### src/rtl/hazard_scoreboard.sv
// Issue-side scoreboard: per-register countdowns for loads and MUL/DIV results, stalling ID on RAW/WAW/unit-busy.
// Optional stall-cycle counter is built only when SB_PERF_CNT_EN is defined.
module hazard_scoreboard #(
    parameter int NUM_REGS = 32,
    parameter int LOAD_LAT = 1,
    parameter int MUL_LAT  = 3,
    parameter int CNT_W    = 2
) (
    input  logic                clk_i,
    input  logic                rst_i,
    input  logic                issue_valid_i,
    input  logic [1:0]          issue_kind_i,
    input  logic [4:0]          issue_rd_i,
    input  logic [4:0]          issue_rs1_i,
    input  logic [4:0]          issue_rs2_i,
    input  logic                issue_use_rs1_i,
    input  logic                issue_use_rs2_i,
    input  logic                flush_i,
    output logic                stall_o,
    output logic [NUM_REGS-1:0] pending_o,
    output logic                mul_busy_o,
    output logic [31:0]         stall_cycles_o
);
    localparam logic [1:0] K_ALU  = 2'b00;
    localparam logic [1:0] K_LOAD = 2'b01;
    localparam logic [1:0] K_MUL  = 2'b10;
    localparam logic [1:0] K_NONE = 2'b11;

    logic [CNT_W-1:0] cnt [NUM_REGS];
    logic [CNT_W-1:0] mul_cnt;
    logic [CNT_W-1:0] new_lat;
    logic             raw1, raw2, waw, strct, accept;

    always_comb begin
        new_lat = '0;
        if (issue_rd_i != 5'd0) begin
            case (issue_kind_i)
                K_LOAD:  new_lat = CNT_W'(LOAD_LAT);
                K_MUL:   new_lat = CNT_W'(MUL_LAT);
                default: new_lat = '0;
            endcase
        end
    end

    assign raw1   = issue_use_rs1_i && (issue_rs1_i != 5'd0) && (cnt[issue_rs1_i] != '0);
    assign raw2   = issue_use_rs2_i && (issue_rs2_i != 5'd0) && (cnt[issue_rs2_i] != '0);
    // A later short-latency write must not retire ahead of an older long one.
    assign waw    = (issue_kind_i != K_NONE) && (issue_rd_i != 5'd0) && (cnt[issue_rd_i] > new_lat);
    assign strct  = (issue_kind_i == K_MUL) && (mul_cnt != '0);
    assign stall_o = issue_valid_i && (raw1 || raw2 || waw || strct);
    assign accept  = issue_valid_i && !stall_o && !flush_i;

    // cnt[0] is only ever reset, so x0 never reads as pending.
    always_ff @(posedge clk_i or posedge rst_i) begin
        if (rst_i) begin
            for (int r = 0; r < NUM_REGS; r++) cnt[r] <= '0;
        end else begin
            for (int r = 1; r < NUM_REGS; r++) begin
                if (accept && (new_lat != '0) && (issue_rd_i == 5'(r)))
                    cnt[r] <= new_lat;
                else if (cnt[r] != '0)
                    cnt[r] <= cnt[r] - 1'b1;
            end
        end
    end

    always_ff @(posedge clk_i or posedge rst_i) begin
        if (rst_i)
            mul_cnt <= '0;
        else if (accept && (issue_kind_i == K_MUL))
            mul_cnt <= CNT_W'(MUL_LAT);
        else if (mul_cnt != '0)
            mul_cnt <= mul_cnt - 1'b1;
    end

    always_comb begin
        pending_o = '0;
        for (int r = 1; r < NUM_REGS; r++) pending_o[r] = (cnt[r] != '0);
    end

    assign mul_busy_o = (mul_cnt != '0);

`ifdef SB_PERF_CNT_EN
    logic [31:0] stall_cnt;
    always_ff @(posedge clk_i or posedge rst_i) begin
        if (rst_i)
            stall_cnt <= '0;
        else if (stall_o)
            stall_cnt <= stall_cnt + 32'd1;
    end
    assign stall_cycles_o = stall_cnt;
`else
    assign stall_cycles_o = '0;
`endif

endmodule

### config.mk
export PLATFORM = sky130hd
export DESIGN_NAME = hazard_scoreboard
export DESIGN_NICKNAME = d
export VERILOG_FILES = /design/src/rtl/hazard_scoreboard.sv
export SDC_FILE = /design/constraint.sdc
export NUM_CORES = 1
export LEC_CHECK = 0
export CORE_MARGIN = 1
export CORE_UTILIZATION = 45
export DETAILED_ROUTE_END_ITERATION = 12
export HOLD_SLACK_MARGIN = 0.05
export PLACE_DENSITY_LB_ADDON = 0.12
export SLEW_MARGIN = 20
export SYNTH_ARGS = -nofsm -noshare
export SYNTH_HDL_FRONTEND = slang
export SYNTH_SLANG_ARGS = --single-unit
export TNS_END_PERCENT = 1
### constraint.sdc
create_clock -name clk_i -period 4.2 [get_ports clk_i]
set_input_delay 0.84 -clock clk_i [delete_from_list [all_inputs] [get_ports clk_i]]
set_output_delay 0.84 -clock clk_i [all_outputs]
set_load 0.01 [all_outputs]
==> reports/qor_table.md <==
| Result | Reported | Unit |
| --- | --- | --- |
| Sequential-to-total area share from yosys stat | 26.8 | % |
| Total clock buffers created by CTS | 9 | - |
| Insertion delay of the later-clocked pin in the worst-skew pair | 0.34 | ns |
| RePlAce Congestion | 0.918 | - |
| Period utilization | 99.1 | % |
| DRT iter0 DRCs | 269 | - |
| Status | complete, no violations | - |
| End of the worst hold path | mul_cnt[0] | - |
| Final-report max-slew violation count | 0 | - |
| EDFF count, synth | 0 | - |
| Reg-to-reg setup timing slack | 0.38 | ns |
| Initial core utilization | 46.8 | % |
| Standard-cell row count | 41 | - |
| Setup repair after global routing missed its margin | yes | - |
| Pin count of the biggest net entering global routing | 35 | - |
| CTS tree | yes | - |
| Layout Cells excl Fill | 849 | - |
| Max H-tree Level | 3 | - |
| 1st-pass router iterations | 5 | - |
| Post-Syn Area per Cell | 10.2 | sq um |
| Measured slew at the worst slew-check pin | 0.782 | ns |
| First-pass GRT wire length | 25900 | um |
| CP endpoint kind | primary output | - |
| Reg-to-Reg End | cnt[18] | - |
| Arrival time of data at the critical path endpoint | 3.32 | ns |
| Routed via count | 4608 | - |
| Boundary Pins | 89 | - |
| Share of synthesized flip-flops with an asynchronous set or reset | 100 | % |
| Max Cap Violations | 0 | - |
| Depth of the worst hold-timing path | 2 | - |
| Average wire per standard cell | 18.9 | um |
| Worst-case reg-to-reg path depth | 12 | - |
| Total global-route track usage | 25.9 | % |
| Initial antenna violation count | 0 | - |
| Data required time of the worst path | 3.36 | ns |
| Final Critical Period | 4.16 | ns |
| Final-report setup violation count | 0 | - |
| Source of the worst register-to-register timing path | cnt[47] | - |
| Worst hold path startpoint | mul_cnt[0] | - |
| Crit start category | input port | - |
| Worst setup path class | input port to primary output | - |
| Final instance area | 0.00730 | sq mm |
| Final worst clock skew | 0.00483 | ns |
| Worst setup margin | 0.0385 | ns |
| VDD IR max | 423 | uV |
| Fraction of layout cells with a size suffix above 1 | 24.4 | % |
| Power, Total | 0.00494 | W |
| Leakage power | 3.22 | nW |
| Largest fanout of any net on the critical path | 7 | - |
| Root buffer cell | sky130_fd_sc_hd__clkbuf_16 | - |
| Routed Antenna Nets | 0 | - |
| Worst-path clk slew | 0.05 | ns |
| Warnings from Yosys | 2 | - |
| Total half-perimeter wirelength after legalization and detailed placement | 12100 | um |
| Area grow syn2layout | 22.1 | % |
| Via-to-Cell Ratio | 5.43 | - |
| Std-Cell Core Area | 0.0128 | sq mm |
| Instance count after placement with tap cells included | 831 | - |
| Die width | 117 | um |
| Total congestion overflow after global routing | 0 | - |
| DIE AREA | 0.0137 | sq mm |
| Count of fill cells added during filler insertion | 1088 | - |
| Clk buf depth | 2 | - |
| Setup slack at placement | -0.884 | ns |
| Number of clock sinks | 64 | - |
| Cell area after placement | 0.00690 | sq mm |
| Yosys reg bits | 64 | - |
| Type of the tightest min-delay check | flip-flop to flip-flop | - |
| DRC Markers | 0 | - |
| Diodes inserted | 0 | - |
| Top_reg_cell synth | sky130_fd_sc_hd__dfrtp_1 | - |
| Final #Nets | 734 | - |
| Port buffer count | 55 | - |
| Synthesized cell area | 0.00598 | sq mm |
| Aggregate routed wire length | 16000 | um |
| Number of global-route vias before repair | 4733 | - |
| Die Y | 117 | um |
| Power per unit of standard cell area | 676 | mW/mm^2 |
| Worst slew margin relative to its limit | 47.9 | % |
| Final design utilization | 57.2 | % |
| Unique cell type count in the Yosys netlist | 57 | - |
| Maximum clock rate | 0.240 | GHz |
| Final number of hold-violating endpoints | 0 | - |
| Cells after Synth | 585 | - |
## synth_stat cells (2+ instances only)
| cell type | count | area [sq um] |
|---|---|---|
| sky130_fd_sc_hd__nor4_2 | 5 | 62.6 |
| sky130_fd_sc_hd__inv_1 | 102 | 383 |
| sky130_fd_sc_hd__nor4_1 | 3 | 18.8 |
| sky130_fd_sc_hd__buf_1 | 6 | 22.5 |
| sky130_fd_sc_hd__a31oi_1 | 2 | 12.5 |
| sky130_fd_sc_hd__o21ai_1 | 2 | 10.0 |
| sky130_fd_sc_hd__buf_4 | 34 | 255 |
| sky130_fd_sc_hd__buf_2 | 4 | 20.0 |
| sky130_fd_sc_hd__or4_1 | 5 | 37.5 |
| sky130_fd_sc_hd__o211ai_1 | 6 | 45.0 |
| sky130_fd_sc_hd__nor3_1 | 16 | 80.1 |
| sky130_fd_sc_hd__mux4_2 | 24 | 541 |
| sky130_fd_sc_hd__or2_2 | 4 | 25.0 |
| sky130_fd_sc_hd__nand2_1 | 7 | 26.3 |
| sky130_fd_sc_hd__buf_6 | 3 | 33.8 |
| sky130_fd_sc_hd__a311o_1 | 2 | 20.0 |
| sky130_fd_sc_hd__nor4_4 | 19 | 404 |
| sky130_fd_sc_hd__xor2_1 | 32 | 280 |
| sky130_fd_sc_hd__a21oi_1 | 7 | 35.0 |
| sky130_fd_sc_hd__mux2i_1 | 65 | 651 |
| sky130_fd_sc_hd__nand4_1 | 2 | 12.5 |
| sky130_fd_sc_hd__o311ai_1 | 2 | 17.5 |
| sky130_fd_sc_hd__nor3b_1 | 9 | 67.6 |
| sky130_fd_sc_hd__nor2_1 | 28 | 105 |
| sky130_fd_sc_hd__nand2b_1 | 7 | 43.8 |
| sky130_fd_sc_hd__nor2b_1 | 4 | 25.0 |
| sky130_fd_sc_hd__a211oi_1 | 3 | 22.5 |
| sky130_fd_sc_hd__nor3_2 | 2 | 20.0 |
| sky130_fd_sc_hd__ha_1 | 37 | 463 |
| sky130_fd_sc_hd__mux2_2 | 30 | 338 |
| sky130_fd_sc_hd__clkbuf_1 | 14 | 52.6 |
| sky130_fd_sc_hd__or2_1 | 2 | 12.5 |
| sky130_fd_sc_hd__inv_2 | 2 | 7.51 |
| sky130_fd_sc_hd__dfrtp_1 | 64 | 1600 |
| sky130_fd_sc_hd__o21ai_0 | 9 | 45.0 |
## routing by layer
metal  share of wire [%]  wire (um)  global-route usage (%)
met1                  46       7320                    34.6
met2                  46       7440                    41.2
met3                 5.4        861                    5.41
met4                 2.7        427                    9.79
met5                   0          0                       0
## timing repair
action,4_1_cts,5_1_grt
hold endpoints to repair,0,0
cloned,2,0
hold buffers,0,0
setup buffers,0,2
endpoints found under the setup margin,63,51
pin swaps,4,7
gates resized for setup,21,10
## cells by family after synthesis
logic type      after synthesis  share of synthesized area, %
compound gates               45                          5.30
other cells                   1                        0.0627
xor+xnor                     32                          4.69
simple gates                120                          16.6
flops                        64                          26.8
fa+ha+maj                    37                          7.74
mux                         120                          25.8
buf+inv                     166                          13.0
## flip-flops by register name, summed over array words and instances (netlist names)
| name | flops |
|---|---|
| cnt | 62 |
| mul_cnt | 2 |
## report_power, final
| group | leakage [nW] | internal (W) | switching, W |
|---|---|---|---|
| combinational | 2.34 | 0.00154 | 0.00133 |
| sequential | 0.747 | 0.000977 | 0.000415 |
| clock | 0.126 | 0.000408 | 0.000265 |
## through the flow
stage	TNS (ns)	hold slack (ns)
after global placement	-46.24	0.510
after floorplan	-2.16	0.491
after CTS	0	0.530
after detailed placement	-50.36	0.515
final	0	0.527
after global routing	-0.186	0.550
## worst max-delay path, cell delays in order
cell and delay [ns]:
sky130_fd_sc_hd__clkbuf_4 0.15, sky130_fd_sc_hd__bufbuf_16 0.28, sky130_fd_sc_hd__buf_4 0.13, sky130_fd_sc_hd__mux4_2 0.32, sky130_fd_sc_hd__mux4_2 0.48, sky130_fd_sc_hd__mux2i_2 0.19, sky130_fd_sc_hd__ha_2 0.31, sky130_fd_sc_hd__a21oi_2 0.14
sky130_fd_sc_hd__o21ai_2 0.08, sky130_fd_sc_hd__o22ai_2 0.11, sky130_fd_sc_hd__o21a_1 0.15, sky130_fd_sc_hd__buf_2 0.13
## final cells by class
cell class / instances / area [sq um] / area share (%)
clock inverter: 1 / 5.00 / 0.0686
tap: 172 / 215 / 2.95
timing repair buffer: 107 / 1040 / 14.2
multi-input combinational: 387 / 3800 / 52.0
clock buffer: 13 / 250 / 3.43
inverter: 105 / 394 / 5.40
sequential: 64 / 1600 / 21.9
## cells in the final DEF (no fill, tap or decap), types with 3 or more instances in the layout
master,instances
sky130_fd_sc_hd__inv_1,101
sky130_fd_sc_hd__dfrtp_1,64
sky130_fd_sc_hd__nand2_1,7
sky130_fd_sc_hd__nor4_4,22
sky130_fd_sc_hd__or2_2,4
sky130_fd_sc_hd__nor2b_1,3
sky130_fd_sc_hd__a21oi_1,6
sky130_fd_sc_hd__buf_12,5
sky130_fd_sc_hd__xor2_1,32
sky130_fd_sc_hd__nor3b_1,9
sky130_fd_sc_hd__or4_1,5
sky130_fd_sc_hd__clkbuf_1,3
sky130_fd_sc_hd__o21ai_0,8
sky130_fd_sc_hd__nor2_1,27
sky130_fd_sc_hd__nor4_1,3
sky130_fd_sc_hd__a211oi_1,3
sky130_fd_sc_hd__mux4_2,24
sky130_fd_sc_hd__buf_4,46
sky130_fd_sc_hd__ha_1,35
sky130_fd_sc_hd__o211ai_1,6
sky130_fd_sc_hd__inv_2,3
sky130_fd_sc_hd__clkdlybuf4s50_1,52
sky130_fd_sc_hd__nand2b_1,7
sky130_fd_sc_hd__clkbuf_16,9
sky130_fd_sc_hd__mux2i_1,64
sky130_fd_sc_hd__nor3_1,16
sky130_fd_sc_hd__mux2_2,29
sky130_fd_sc_hd__conb_1,33
## how the worst max path moves through the flow
stage                  startpoint       to  slack, ns  cells past startpoint
detailed placement  issue_rd_i[0]  cnt[53]      -0.88                     14
global route        issue_rd_i[0]  cnt[18]      -0.08                     14
finish              issue_rd_i[1]  stall_o       0.04                     12
global placement    issue_rd_i[0]  stall_o      -0.80                     11
floorplan           issue_rd_i[0]  cnt[25]      -0.09                     14
CTS                 issue_rd_i[0]  stall_o       0.02                     12
Note: power is estimated with default switching activity, not from simulation.
